## src/rtl/cache_arbiter.sv

```systemverilog
// Round-robin arbiter that shares one cache request port between N_MASTERS requesters.
// Hits complete in the grant cycle; a miss locks the grant until the cache reports completion.
module cache_arbiter #(
    parameter int N_MASTERS = 2,
    parameter int CNT_W     = 32
) (
    input  logic                    clk,
    input  logic                    rstn_i,
    input  logic [N_MASTERS-1:0]    m_read_i,
    input  logic [N_MASTERS-1:0]    m_write_i,
    input  logic [4*N_MASTERS-1:0]  m_we_i,
    input  logic [32*N_MASTERS-1:0] m_addr_i,
    input  logic [32*N_MASTERS-1:0] m_data_i,
    output logic [31:0]             m_data_o,
    output logic [N_MASTERS-1:0]    m_valid_o,
    output logic [N_MASTERS-1:0]    m_gnt_o,
    output logic                    c_read_o,
    output logic                    c_write_o,
    output logic [3:0]              c_we_o,
    output logic [31:0]             c_addr_o,
    output logic [31:0]             c_data_o,
    input  logic [31:0]             c_data_i,
    input  logic                    c_valid_i,
    output logic [CNT_W-1:0]        req_cnt_o,
    output logic [CNT_W-1:0]        stall_cnt_o
);
    localparam int IDX_W = $clog2(N_MASTERS);
    localparam logic [CNT_W-1:0] CNT_MAX = '1;

    typedef enum logic {IDLE, BUSY} state_t;

    state_t               state, state_next;
    logic [IDX_W-1:0]     rr_ptr, rr_next;
    logic [IDX_W-1:0]     lock_idx, lock_next;
    logic [IDX_W-1:0]     sel_idx, gnt_idx;
    logic [N_MASTERS-1:0] req;
    logic                 found, active, complete;

    assign req      = m_read_i | m_write_i;
    assign m_data_o = c_data_i;

    // Explicit wrap so non-power-of-two master counts stay in range.
    function automatic logic [IDX_W-1:0] inc_idx(input logic [IDX_W-1:0] idx);
        if (idx == IDX_W'(N_MASTERS - 1))
            return '0;
        else
            return idx + IDX_W'(1);
    endfunction

    always_comb begin : rr_select
        logic [IDX_W-1:0] cand;
        found   = 1'b0;
        sel_idx = rr_ptr;
        cand    = rr_ptr;
        for (int i = 0; i < N_MASTERS; i++) begin
            if (!found && req[cand]) begin
                found   = 1'b1;
                sel_idx = cand;
            end
            cand = inc_idx(cand);
        end
    end

    // A locked master dropping its request deactivates the port immediately.
    always_comb begin
        gnt_idx  = (state == BUSY) ? lock_idx : sel_idx;
        active   = rstn_i && ((state == BUSY) ? req[lock_idx] : found);
        complete = active && c_valid_i;
    end

    always_comb begin
        m_gnt_o   = '0;
        m_valid_o = '0;
        c_read_o  = 1'b0;
        c_write_o = 1'b0;
        c_we_o    = '0;
        c_addr_o  = '0;
        c_data_o  = '0;
        if (active) begin
            m_gnt_o[gnt_idx]   = 1'b1;
            m_valid_o[gnt_idx] = c_valid_i;
            c_write_o          = m_write_i[gnt_idx];
            c_read_o           = m_read_i[gnt_idx] & ~m_write_i[gnt_idx];
            c_we_o             = m_we_i[int'(gnt_idx)*4 +: 4];
            c_addr_o           = m_addr_i[int'(gnt_idx)*32 +: 32];
            c_data_o           = m_data_i[int'(gnt_idx)*32 +: 32];
        end
    end

    always_comb begin
        state_next = state;
        rr_next    = rr_ptr;
        lock_next  = lock_idx;
        case (state)
            IDLE: begin
                if (active) begin
                    if (c_valid_i) begin
                        rr_next = inc_idx(sel_idx);
                    end else begin
                        lock_next  = sel_idx;
                        state_next = BUSY;
                    end
                end
            end
            BUSY: begin
                if (!active) begin
                    state_next = IDLE;
                end else if (c_valid_i) begin
                    rr_next    = inc_idx(lock_idx);
                    state_next = IDLE;
                end
            end
            default: state_next = IDLE;
        endcase
    end

    always_ff @(posedge clk or negedge rstn_i) begin
        if (!rstn_i) begin
            state       <= IDLE;
            rr_ptr      <= '0;
            lock_idx    <= '0;
            req_cnt_o   <= '0;
            stall_cnt_o <= '0;
        end else begin
            state    <= state_next;
            rr_ptr   <= rr_next;
            lock_idx <= lock_next;
            if (complete && req_cnt_o != CNT_MAX)
                req_cnt_o <= req_cnt_o + CNT_W'(1);
            if (state == BUSY && stall_cnt_o != CNT_MAX)
                stall_cnt_o <= stall_cnt_o + CNT_W'(1);
        end
    end
endmodule

```

## config.mk

```make
export PLATFORM = sky130hd
export DESIGN_NAME = cache_arbiter
export DESIGN_NICKNAME = d
export VERILOG_FILES = /design/src/rtl/cache_arbiter.sv
export SDC_FILE = /design/constraint.sdc
export NUM_CORES = 1
export LEC_CHECK = 0
export CORE_AREA = 3 3 134 136
export CTS_BUF_LIST = sky130_fd_sc_hd__clkbuf_16
export DETAILED_ROUTE_END_ITERATION = 8
export DIE_AREA = 0 0 137 139
export GPL_TIMING_DRIVEN = 0
export PLACE_DENSITY = 0.8
export SLEW_MARGIN = 20
export SYNTH_ARGS = -nofsm -noshare
export SYNTH_HDL_FRONTEND = slang
export SYNTH_SLANG_ARGS = --single-unit
```

## constraint.sdc

```tcl
create_clock -name clk -period 4.5 [get_ports clk]
set_clock_uncertainty 0.2 [all_clocks]
set_input_delay 0.9 -clock clk [delete_from_list [all_inputs] [get_ports clk]]
set_output_delay 0.9 -clock clk [all_outputs]
set_load 0.05 [all_outputs]
```

==> flow_summary.yaml <==
run_status:
  status: "completed"
clock_tree:
  cts.clk_slew.worst_paths_ps: 60
  cts_root_buf: "clkbuf_16"
  clock_latency_ps: 330
  cts_tree: "built"
  cts_inserted_buffers: 9
  htreeDepth: 3
  postCtsSetupRepairBufs: 0
  cts_buffer_depth: 2
  cts.sinks: 67
synth:
  synthFlopType: "dfrtp_1"
  synth_area_um2: 4890
  synth_cells: 493
  synth_top_family_by_area: "simple AND/OR/NAND/NOR gates"
  synthSimpleGateAreaFrac: 0.265
  async_flop_share: 1.00
  synth-seq-cells: 67
  synth_area_leaders: "dfrtp_1, mux2i_1, nor2_2"
  ys_seq_area_frac: 0.343
  synth_cell_types: 44
  synth_adder_area_share: 0.00742
  synth-compound-area-share: 0.0289
  muxShareOfSynthArea: 0.152
  yosysTopAreaCell: "dfrtp_1"
  syn-num-nets: 670
  synth_edf_count: 0
  synth_top_cell_area_share: 0.343
  avgSynthCellArea_um2: 9.91
  synthXorXnorAreaFrac: 0.106
  ys_warn_count: 0
timing:
  hold_viol: 0
  finalSetupTns_ps: 0
  fin_ws_ps: 54.9
  setup_viol: 0
  slew_violations: 0
  period_share: 0.988
  rsz0062_at_grt: "yes"
  timing.fmax_mhz: 225
  slew-limit-headroom: 0.513
  period_minus_slack_ps: 4450
  tightest_slew_ps: 724
place:
  place_area_um2: 8320
  gp_congestion: 0.835
  dp_hpwl_um: 14700
  port_buffers: 312
  dp_slack_ps: -551
die:
  die_area_um2: 19000
  ios: 345
  start_util: 0.287
  core_region_area_um2: 17100
  die_w_um: 137
  dieHeight_um: 139
  rows: 48
critical_path:
  startpoint: "m_write_i[1]"
  cp-end-kind: "primary output"
  critPathKind: "in2out"
  worstReg2RegStart: "state"
  path_max_fanout: 10
  r2r_cells: 7
  r2r_slack_ps: 2230
  crit_arrival_ps: 3350
  crit_required_ps: 3400
  critPathLaunchType: "input pin"
  rr_endpoint: "req_cnt_o[17]"
pwr:
  irDropWorstVdd_mv: 0.475
  p_per_area_nw_per_um2: 340
  p_leak_nw: 3.88
finish:
  drive_above_1_share: 0.213
  fin_nets: 994
  post-route-util: 0.496
  fin_area_um2: 8470
  area_growth_pct: 73.2
  n_antenna_cell: 0
detailed_routing:
  drt_first_pass_iters: 4
  first_iter_violations: 201
  postRouteAntennaNets: 0
  drc: 0
  via_per_inst: 4.58
  wirelength_um: 17900
  wl_per_cell_um: 17.1
  vias: 4800
global_routing:
  grt_pass1_wl_um: 26300
  grt_max_degree: 48
  grt_pass1_vias: 4686
  grt_antenna_before_repair: 0
  track_usage: 0.175
  overflow: 0
worst_hold_path:
  hold_class: "in2async"
job:
  maxCapViolCount: 0
==> sequential cells by signal, indices dropped and copies added (netlist names) <==
name,count
req_cnt_o,32
stall_cnt_o,32
lock_idx,1
rr_ptr,1
state,1
==> cell type report <==
class,count,area [um^2]
Buffer,51,469
Clock buffer,9,225
Clock inverter,7,45.0
Fill cell,1626,8590
Inverter,5,18.8
Multi-Input combinational cell,370,2760
Sequential cell,67,1680
Tap cell,225,282
Timing Repair Buffer,313,2990
==> Yosys cell counts, types with 2 or more instances <==
cell,n
nor3_1,7
nor2_2,67
nor2b_1,2
buf_2,6
dfrtp_1,67
nand4_1,24
ha_1,2
nand4b_1,2
nand3_1,25
mux2_2,3
a21oi_1,2
a211oi_1,3
and2_1,5
o211ai_1,2
buf_4,37
nor4_1,3
nor2_1,25
nor4_4,2
inv_1,5
xnor2_1,38
buf_12,7
and3_1,14
xor2_1,21
mux2i_1,71
and4_1,14
nand2_1,21
==> per-layer routing <==
metal,vias to the layer above,GRT usage,share of wire
li1,2349,-,-
met1,2245,0.223,0.42
met2,189,0.291,0.48
met3,17,0.0599,0.092
met4,0,0.0294,0.010
met5,-,0,0
==> power by group <==
group / switching (W) / total, W / internal, W
clock: 0.000265 / 0.000634 / 0.000369
sequential: 0.0000842 / 0.000744 / 0.000660
combinational: 0.000915 / 0.00150 / 0.000586
==> stage by stage <==
step                      hold WS [ps]  power (W)  instances
after CTS                          262    0.00291       1047
after global routing               273    0.00300       1047
final                              267    0.00288       1047
after floorplan                    259    0.00178        493
after detailed placement           277    0.00232       1031
after global placement             275    0.00230       1030
==> worst max path at each step <==
stage / endpoint / slack [ps]
2_1_floorplan: c_read_o / 610
3_3_place_gp: c_data_o[24] / -2220
3_5_place_dp: c_read_o / -550
4_1_cts: c_read_o / -6
5_1_grt: c_data_o[2] / -10
6_report: c_data_o[1] / 50
==> cell usage in the layout (no fill, tap or decap), drive strengths merged, types with 2 or more instances in the layout <==
cell type	netlist	layout
a211oi	3	3
a21oi	3	3
and2	7	7
and3	14	14
and4	14	14
buf	51	50
clkbuf	0	32
clkdlybuf4s15	0	2
clkdlybuf4s50	0	237
clkinv	0	3
clkinvlp	0	4
dfrtp	67	67
dlygate4sd2	0	50
dlymetal6s2s	0	2
ha	2	2
inv	5	5
mux2	3	3
mux2i	71	71
nand2	21	21
nand3	25	25
nand4	25	25
nand4b	2	2
nor2	92	92
nor2b	2	2
nor3	7	7
nor4	5	5
o211ai	3	3
xnor2	38	38
xor2	21	21
==> cell families (layout without fill, tap and decap cells) <==
kind of cell,Yosys count,in the layout
multiplexers,74,74
XOR/XNOR,59,59
buffers and inverters,56,385
flip-flops,67,67
AND/OR/NAND/NOR,218,218
adder cells (fa/ha/maj),3,3
AO/OA/AOI/OAI,16,16
==> repair_timing <==
item | in CTS | in global routing
resized for setup | 80 | 49
hold buffers | 0 | 0
hold endpoints to repair | 0 | 0
setup endpoints to repair | 72 | 24
==> worst max-delay path, cell delays in order <==
cell,delay (ps)
clkdlybuf4s50_1,470
or2_4,300
maj3_2,320
mux2i_1,160
clkbuf_8,290
buf_12,170
mux2i_1,270
nor2_2,40
dlygate4sd2_1,430
No activity file was read; power rests on OpenSTA's default activity.
